`config.mk`:
```
export PLATFORM = sky130hd
export DESIGN_NAME = rom_port_arbiter_flat
export DESIGN_NICKNAME = d
export VERILOG_FILES = /design/src/rtl/rom_port_arbiter_if.sv /design/src/rtl/rom_port_arbiter.sv /design/src/flat_wrapper.sv
export SDC_FILE = /design/constraint.sdc
export NUM_CORES = 1
export LEC_CHECK = 0
export ABC_AREA = 1
export BUFFER_PORTS_ARGS = -buffer_cell sky130_fd_sc_hd__buf_2
export CAP_MARGIN = 20
export CORE_AREA = 2 2 71 73
export DETAILED_ROUTE_END_ITERATION = 10
export DIE_AREA = 0 0 73 75
export PLACE_DENSITY = 0.8
export SETUP_SLACK_MARGIN = 0.15
export SLEW_MARGIN = 30
export SYNTH_ARGS = -nofsm -noshare
export SYNTH_HDL_FRONTEND = slang
export SYNTH_SLANG_ARGS = --single-unit
```
`constraint.sdc`:
```
create_clock -name clk -period 1.8 [get_ports clk]
set_input_delay 0.18 -clock clk [delete_from_list [all_inputs] [get_ports clk]]
set_output_delay 0.18 -clock clk [all_outputs]
set_load 0.03 [all_outputs]
```
`src/rtl/rom_port_arbiter_if.sv`:
```
// Bus bundle between the two ROM requesters (fetch, load), the ROM and the arbiter.
// The arbiter uses the slave view; the SoC or bench drives the master view.
interface rom_port_arbiter_if #(
    parameter int AW = 12
);
    logic          if_req_i;
    logic [31:0]   if_addr_i;
    logic          if_gnt_o;
    logic          if_rvalid_o;
    logic [31:0]   if_rdata_o;
    logic          if_err_o;

    logic          ls_req_i;
    logic [31:0]   ls_addr_i;
    logic          ls_gnt_o;
    logic          ls_rvalid_o;
    logic [31:0]   ls_rdata_o;
    logic          ls_err_o;

    logic          mem_en_o;
    logic [AW-1:0] mem_addr_o;
    logic [31:0]   mem_rdata_i;

    modport slave (
        input  if_req_i, if_addr_i, ls_req_i, ls_addr_i, mem_rdata_i,
        output if_gnt_o, if_rvalid_o, if_rdata_o, if_err_o,
               ls_gnt_o, ls_rvalid_o, ls_rdata_o, ls_err_o,
               mem_en_o, mem_addr_o
    );

    modport master (
        output if_req_i, if_addr_i, ls_req_i, ls_addr_i, mem_rdata_i,
        input  if_gnt_o, if_rvalid_o, if_rdata_o, if_err_o,
               ls_gnt_o, ls_rvalid_o, ls_rdata_o, ls_err_o,
               mem_en_o, mem_addr_o
    );
endinterface

```
`src/rtl/rom_port_arbiter.sv`:
```
// Shares the single-port instruction ROM between fetch (IF) and load (LS) ports.
// IF has fixed priority; an LS wait counter forces an LS grant to avoid starvation.
module rom_port_arbiter #(
    parameter logic [31:0] ROM_BASE  = 32'h0000_0000,
    parameter int          ROM_DEPTH = 4096,
    parameter int          AW        = 12,
    parameter int          MAX_WAIT  = 4
) (
    input  logic                 clk,
    input  logic                 rst,
    rom_port_arbiter_if.slave    bus
);
    typedef enum logic [1:0] {
        OWN_NONE,
        OWN_IF,
        OWN_LS
    } owner_e;

    localparam logic [31:0] ROM_BYTES = 32'(ROM_DEPTH * 4);
    localparam logic [3:0]  WAIT_MAX  = 4'(MAX_WAIT);

    logic [3:0]    wait_cnt_q, wait_cnt_d;
    owner_e        owner_q, owner_d;
    logic          resp_err_q, resp_err_d;

    logic          ls_forced;
    logic          if_gnt;
    logic          ls_gnt;
    logic [31:0]   sel_addr;
    logic [31:0]   off;
    logic          acc_err;
    logic          mem_en;
    logic [AW-1:0] mem_addr;

    // NOTE: every signal assigned in always_comb gets a default first, so no path leaves it unassigned and no latch is inferred.
    always_comb begin
        ls_forced = bus.ls_req_i && (wait_cnt_q == WAIT_MAX);
        if_gnt    = !rst && bus.if_req_i && !ls_forced;
        ls_gnt    = !rst && bus.ls_req_i && (!bus.if_req_i || ls_forced);

        sel_addr  = ls_gnt ? bus.ls_addr_i : bus.if_addr_i;
        // An address below ROM_BASE wraps to a large offset and is caught by the range test.
        off       = sel_addr - ROM_BASE;
        acc_err   = (sel_addr[1:0] != 2'b00) || (off >= ROM_BYTES);

        mem_en    = (if_gnt || ls_gnt) && !acc_err;
        mem_addr  = '0;
        if (mem_en) begin
            mem_addr = off[AW+1:2];
        end

        wait_cnt_d = wait_cnt_q;
        if (!bus.ls_req_i || ls_gnt) begin
            wait_cnt_d = '0;
        end else if (wait_cnt_q != WAIT_MAX) begin
            wait_cnt_d = wait_cnt_q + 4'd1;
        end

        owner_d    = if_gnt ? OWN_IF : (ls_gnt ? OWN_LS : OWN_NONE);
        resp_err_d = (if_gnt || ls_gnt) && acc_err;
    end

    // NOTE: sequential state uses non-blocking assignments so every register samples pre-edge values, independent of statement order.
    always_ff @(posedge clk) begin
        if (rst) begin
            wait_cnt_q <= '0;
            owner_q    <= OWN_NONE;
            resp_err_q <= 1'b0;
        end else begin
            wait_cnt_q <= wait_cnt_d;
            owner_q    <= owner_d;
            resp_err_q <= resp_err_d;
        end
    end

    assign bus.if_gnt_o    = if_gnt;
    assign bus.ls_gnt_o    = ls_gnt;
    assign bus.mem_en_o    = mem_en;
    assign bus.mem_addr_o  = mem_addr;

    // Response data is steered only to the owner and zeroed on an access error.
    assign bus.if_rvalid_o = (owner_q == OWN_IF);
    assign bus.if_err_o    = (owner_q == OWN_IF) && resp_err_q;
    assign bus.if_rdata_o  = ((owner_q == OWN_IF) && !resp_err_q) ? bus.mem_rdata_i : 32'h0;

    assign bus.ls_rvalid_o = (owner_q == OWN_LS);
    assign bus.ls_err_o    = (owner_q == OWN_LS) && resp_err_q;
    assign bus.ls_rdata_o  = ((owner_q == OWN_LS) && !resp_err_q) ? bus.mem_rdata_i : 32'h0;
endmodule

```
`src/flat_wrapper.sv`:
```
// flat-port wrapper written by rule: the top's interface ports become plain ports
module rom_port_arbiter_flat 
#(
    parameter logic [31:0] ROM_BASE  = 32'h0000_0000,
    parameter int          ROM_DEPTH = 4096,
    parameter int          AW        = 12,
    parameter int          MAX_WAIT  = 4
)
  (clk, rst, bus_if_req_i, bus_if_addr_i, bus_ls_req_i, bus_ls_addr_i, bus_mem_rdata_i, bus_if_gnt_o, bus_if_rvalid_o, bus_if_rdata_o, bus_if_err_o, bus_ls_gnt_o, bus_ls_rvalid_o, bus_ls_rdata_o, bus_ls_err_o, bus_mem_en_o, bus_mem_addr_o);
  rom_port_arbiter_if #(.AW(AW)) bus_i ();
  input  logic clk;
  input  logic rst;
  input wire logic [$bits(bus_i.if_req_i)-1:0] bus_if_req_i;
  input wire logic [$bits(bus_i.if_addr_i)-1:0] bus_if_addr_i;
  input wire logic [$bits(bus_i.ls_req_i)-1:0] bus_ls_req_i;
  input wire logic [$bits(bus_i.ls_addr_i)-1:0] bus_ls_addr_i;
  input wire logic [$bits(bus_i.mem_rdata_i)-1:0] bus_mem_rdata_i;
  output wire logic [$bits(bus_i.if_gnt_o)-1:0] bus_if_gnt_o;
  output wire logic [$bits(bus_i.if_rvalid_o)-1:0] bus_if_rvalid_o;
  output wire logic [$bits(bus_i.if_rdata_o)-1:0] bus_if_rdata_o;
  output wire logic [$bits(bus_i.if_err_o)-1:0] bus_if_err_o;
  output wire logic [$bits(bus_i.ls_gnt_o)-1:0] bus_ls_gnt_o;
  output wire logic [$bits(bus_i.ls_rvalid_o)-1:0] bus_ls_rvalid_o;
  output wire logic [$bits(bus_i.ls_rdata_o)-1:0] bus_ls_rdata_o;
  output wire logic [$bits(bus_i.ls_err_o)-1:0] bus_ls_err_o;
  output wire logic [$bits(bus_i.mem_en_o)-1:0] bus_mem_en_o;
  output wire logic [$bits(bus_i.mem_addr_o)-1:0] bus_mem_addr_o;
  assign bus_i.if_req_i = bus_if_req_i;
  assign bus_i.if_addr_i = bus_if_addr_i;
  assign bus_i.ls_req_i = bus_ls_req_i;
  assign bus_i.ls_addr_i = bus_ls_addr_i;
  assign bus_i.mem_rdata_i = bus_mem_rdata_i;
  assign bus_if_gnt_o = bus_i.if_gnt_o;
  assign bus_if_rvalid_o = bus_i.if_rvalid_o;
  assign bus_if_rdata_o = bus_i.if_rdata_o;
  assign bus_if_err_o = bus_i.if_err_o;
  assign bus_ls_gnt_o = bus_i.ls_gnt_o;
  assign bus_ls_rvalid_o = bus_i.ls_rvalid_o;
  assign bus_ls_rdata_o = bus_i.ls_rdata_o;
  assign bus_ls_err_o = bus_i.ls_err_o;
  assign bus_mem_en_o = bus_i.mem_en_o;
  assign bus_mem_addr_o = bus_i.mem_addr_o;
  rom_port_arbiter #(.ROM_BASE(ROM_BASE), .ROM_DEPTH(ROM_DEPTH), .AW(AW), .MAX_WAIT(MAX_WAIT)) u_core (.clk(clk), .rst(rst), .bus(bus_i));
endmodule
```
==> flow_summary_export.csv <==
group,metric,value,unit
logic_synthesis,number_of_synthesized_flops_with_an_enable_pin,0,
power_and_ir_drop,total_power,0.828,mW
critical_path,cp_slowest_stage_delay,0.32,ns
drt,route.detailed.drc,0,
power_and_ir_drop,clockPowerShare,0.274,
sta,rsz0062_at_grt,"yes",
logic_synthesis,ys_types,20,
placement,numPortBuffers,182,
placement,post-place-cells,498,
placement,final_replace_weighted_congestion,0.784,
logic_synthesis,netlist_top_cells_area,"sky130_fd_sc_hd__nor2_1 (29%), sky130_fd_sc_hd__inv_1 (21%), sky130_fd_sc_hd__nand2_1 (17%)",
logic_synthesis,seq_area_frac_synth,0.115,
power_and_ir_drop,power-per-cell-area,305,mW/mm2
drt,firstDrtPassIters,4,
clock_tree,cts_buffer_depth,2,
sta,max_slew_margin,0.835,
logic_synthesis,synth_top_cell_by_area,"sky130_fd_sc_hd__nor2_1",
critical_path,critPathArrivalTime,1.69,ns
clock_tree,cts-htree-levels,1,
sta,final_period_demand_of_the_worst_path,1.87,ns
global_route,grt_pass1_vias,1823,
critical_path,timing.critical_path.buf_inv,4,
die,std_cell_core_area,0.00466,mm2
drt,via_count,2093,
drt,first_drt_iteration_drcs,27,
global_route,antenna_found_initial,0,
logic_synthesis,async_reset_ff_frac,0,
logic_synthesis,post-synth-top-count-cell,"sky130_fd_sc_hd__nor2_1",
sta,setup_violations,13,
logic_synthesis,ys_top_cells_by_count,"sky130_fd_sc_hd__nor2_1 (93), sky130_fd_sc_hd__inv_1 (69), sky130_fd_sc_hd__nand2_1 (55), sky130_fd_sc_hd__nor2_2 (10), sky130_fd_sc_hd__dfxtp_1 (7)",
sta,max_clock_freq,0.536,GHz
hold_path,worst_hold_path_class,"in -> reg",
logic_synthesis,post_synth_inst_count,265,
power_and_ir_drop,pwr-share-comb,0.528,
global_route,grt_start_max_net_pins,33,
power_and_ir_drop,internal-power,0.483,mW
critical_path,crit_slowest_cell,"sky130_fd_sc_hd__dfxtp_2",
logic_synthesis,synth_seq_cells,7,
drt,viasPerCell,4.11,
logic_synthesis,mappedNetlistArea,0.00122,mm2
critical_path,path_max_fanout,6,
die,std_cell_rows,25,
layout,instances_no_fill,509,
layout,finalCoreUtilization,0.583,
drt,detail-route-antenna-nets,0,
sta,setup_ws,-0.0672,ns
run_status,run_status,"finished, violations left",
sta,hold_violations,0,
drt,routedWlPerCell,9.94,um
critical_path,cpLargestDelayFamily,"simple AND/OR/NAND/NOR gates",
layout,diodes_inserted,0,
critical_path,cp_common_cell,"sky130_fd_sc_hd__nand2_4",
global_route,grt_util_all_layers,0.169,
clock_tree,cts_tree,"built",
layout,finalNetCount,558,
sta,clock-skew-final,0.00123,ns
power_and_ir_drop,power.switching,0.345,mW
critical_path,cp-end-kind,"output pin",
die,die_width,73,um
placement,dp_slack,0.0126,ns
logic_synthesis,synth-warning-count,0,
critical_path,cp_data_required_time,1.62,ns
die,top_level_ports,183,
power_and_ir_drop,power_frac_seq,0.198,
die,die_area,0.00548,mm2
clock_tree,clock_insertion_delay_worst_skew,0.23,ns
sta,timing_worst_slew_pin_value,0.247,ns
die,initial_utilization,0.261,
sta,post-route-period-util,1.04,
run_status,violated_checks,"negative setup slack",
clock_tree,clock-sinks,7,
clock_tree,clk_root_buffer_cell,"sky130_fd_sc_hd__clkbuf_8",
clock_tree,cts.reportedPaths.clkPinSlew,0.04,ns
critical_path,worst_setup_sp_type,"flip-flop",
placement,detailed_place_hpwl,4.39,mm
run,count_of_max_cap_constraint_violations,0,
drt,postRouteWirelength,5.06,mm
power_and_ir_drop,switching_fraction_of_total_power,0.417,
sta,drv_slew,0,
layout,post_route_cells_drive_above_1_share,0.626,
layout,layout.filler_cells,424,
critical_path,crit_path_cell_trace,"inv_2 > ha_4 > nand4_1 > nand2_2 > nand2_4 > clkinv_4 > nand2_4 > nand2_4 > nand2_4 > buf_16 > nor2_4 > buf_6",
layout,syn_to_final_growth,123,%
logic_synthesis,synthesis.nets,367,
global_route,first_pass_grt_wire_length,7.36,mm
clock_tree,cts_made_buffers,3,
power_and_ir_drop,power.leakage,1.78,nW
die,chipHeight,75,um
critical_path,timing_worst_setup_path_type,"reg -> out",
clock_tree,cts_hold_buf,0,
logic_synthesis,synth.avg_cell_area,4.59,um2
logic_synthesis,synth_top_flop_cell,"sky130_fd_sc_hd__dfxtp_1",
power_and_ir_drop,ir_worst_vdd,0.210,mV
logic_synthesis,fraction_of_post_synthesis_cell_area_in_the_top_cell_type_by_area,0.287,
global_route,globalRouteOverflowTotal,0,
## worst register-to-register path: stages, from the launching register on
cell and delay [ns]:
sky130_fd_sc_hd__dfxtp_2 0.33, sky130_fd_sc_hd__inv_2 0.05, sky130_fd_sc_hd__ha_4 0.15, sky130_fd_sc_hd__nand4_1 0.10, sky130_fd_sc_hd__nand2_2 0.08, sky130_fd_sc_hd__nand2_4 0.10, sky130_fd_sc_hd__clkinv_4 0.07, sky130_fd_sc_hd__nand2_4 0.07
sky130_fd_sc_hd__nand2_4 0.05, sky130_fd_sc_hd__buf_4 0.12, sky130_fd_sc_hd__a21oi_1 0.12
## cell type report
type                            count  area, um2  share of cell area
Timing Repair Buffer              195       1180               0.433
Multi-Input combinational cell    179       1010               0.374
Inverter                           70        268              0.0986
Sequential cell                     7        143              0.0525
Tap cell                           54       67.6              0.0249
Clock buffer                        3       41.3              0.0152
Clock inverter                      1       5.00             0.00184
## cells in the final DEF (no fill, tap or decap)
cell type	n
sky130_fd_sc_hd__and2_0	1
sky130_fd_sc_hd__clkbuf_4	2
sky130_fd_sc_hd__nor3_1	3
sky130_fd_sc_hd__nand3_2	1
sky130_fd_sc_hd__ha_1	1
sky130_fd_sc_hd__nand4_1	3
sky130_fd_sc_hd__clkinv_2	1
sky130_fd_sc_hd__buf_2	164
sky130_fd_sc_hd__ha_4	1
sky130_fd_sc_hd__a21oi_1	3
sky130_fd_sc_hd__buf_16	1
sky130_fd_sc_hd__nand2_1	55
sky130_fd_sc_hd__buf_6	14
sky130_fd_sc_hd__nand2_2	1
sky130_fd_sc_hd__nor2_2	62
sky130_fd_sc_hd__buf_4	10
sky130_fd_sc_hd__inv_2	2
sky130_fd_sc_hd__xor2_1	1
sky130_fd_sc_hd__dfxtp_1	5
sky130_fd_sc_hd__buf_12	4
sky130_fd_sc_hd__clkinv_4	1
sky130_fd_sc_hd__xnor2_1	1
sky130_fd_sc_hd__inv_1	67
sky130_fd_sc_hd__nand3_1	1
sky130_fd_sc_hd__nand2_4	4
sky130_fd_sc_hd__dfxtp_2	2
sky130_fd_sc_hd__nor2_1	29
sky130_fd_sc_hd__nor2_4	12
sky130_fd_sc_hd__clkbuf_8	3
## power groups by stage
stage	registers, mW	clock network (mW)	logic (mW)
3_5_place_dp	0.166	0	0.420
5_1_grt	0.164	0.243	0.480
6_report	0.164	0.227	0.437
4_1_cts	0.164	0.230	0.429
3_3_place_gp	0.166	0	0.414
2_1_floorplan	0.166	0	0.245
## worst paths after layout
| check | slack (ns) | end | start | depth (start not counted) |
|---|---|---|---|---|
| hold / removal | 0.25 | u_core.wait_cnt_q[0]$_SDFFE_PP0P_ | bus_ls_req_i | 3 |
| setup reg to reg | 0.48 | u_core.resp_err_q$_SDFF_PP0_ | u_core.wait_cnt_q[1]$_SDFFE_PP0P_ | 10 |
| hold reg to reg | 0.54 | u_core.wait_cnt_q[0]$_SDFFE_PP0P_ | u_core.wait_cnt_q[0]$_SDFFE_PP0P_ | 3 |
| setup / recovery | -0.07 | bus_mem_addr_o[4] | u_core.wait_cnt_q[1]$_SDFFE_PP0P_ | 12 |
## cell families (layout without fill, tap and decap cells)
| kind of cell | count (synthesis) | count (layout) | synth area share |
|---|---|---|---|
| simple gates | 172 | 172 | 0.579 |
| fa+ha+maj | 2 | 2 | 0.0206 |
| buf+inv | 79 | 269 | 0.258 |
| xor+xnor | 2 | 2 | 0.0144 |
| compound gates | 3 | 3 | 0.0123 |
| flops | 7 | 7 | 0.115 |
## layer usage
metal	part of all wire	routed length, um	track usage	vias up
met5	0	0	0	-
met4	0.0099	50	0.0556	0
met3	0.071	360	0.0228	4
met2	0.55	2800	0.350	114
met1	0.37	1850	0.170	862
li1	-	-	-	1113
## stage by stage
stage | hold WS, ns | setup TNS [ns] | cell area (um2)
2_1_floorplan | 0.324 | -2.22 | 1420
6_report | 0.250 | -0.715 | 2720
5_1_grt | 0.277 | -2.30 | 2720
3_3_place_gp | 0.485 | 0 | 2420
4_1_cts | 0.233 | -1.09 | 2640
3_5_place_dp | 0.479 | 0 | 2420
## what timing repair did
action                                  in CTS  in global routing
resized for setup                           37                 21
pin swaps                                    6                  4
hold endpoints to repair                     0                  0
gates cloned                                 1                  0
setup buffers                                4                  2
endpoints found under the setup margin      14                 78
## state kept, by name, summed over array words and instances, names as in the netlist
name / flops
u_core.wait_cnt_q: 4
u_core.resp_err_q: 1
u_core.owner_q: 2
Note: power is estimated with default switching activity, not from simulation.
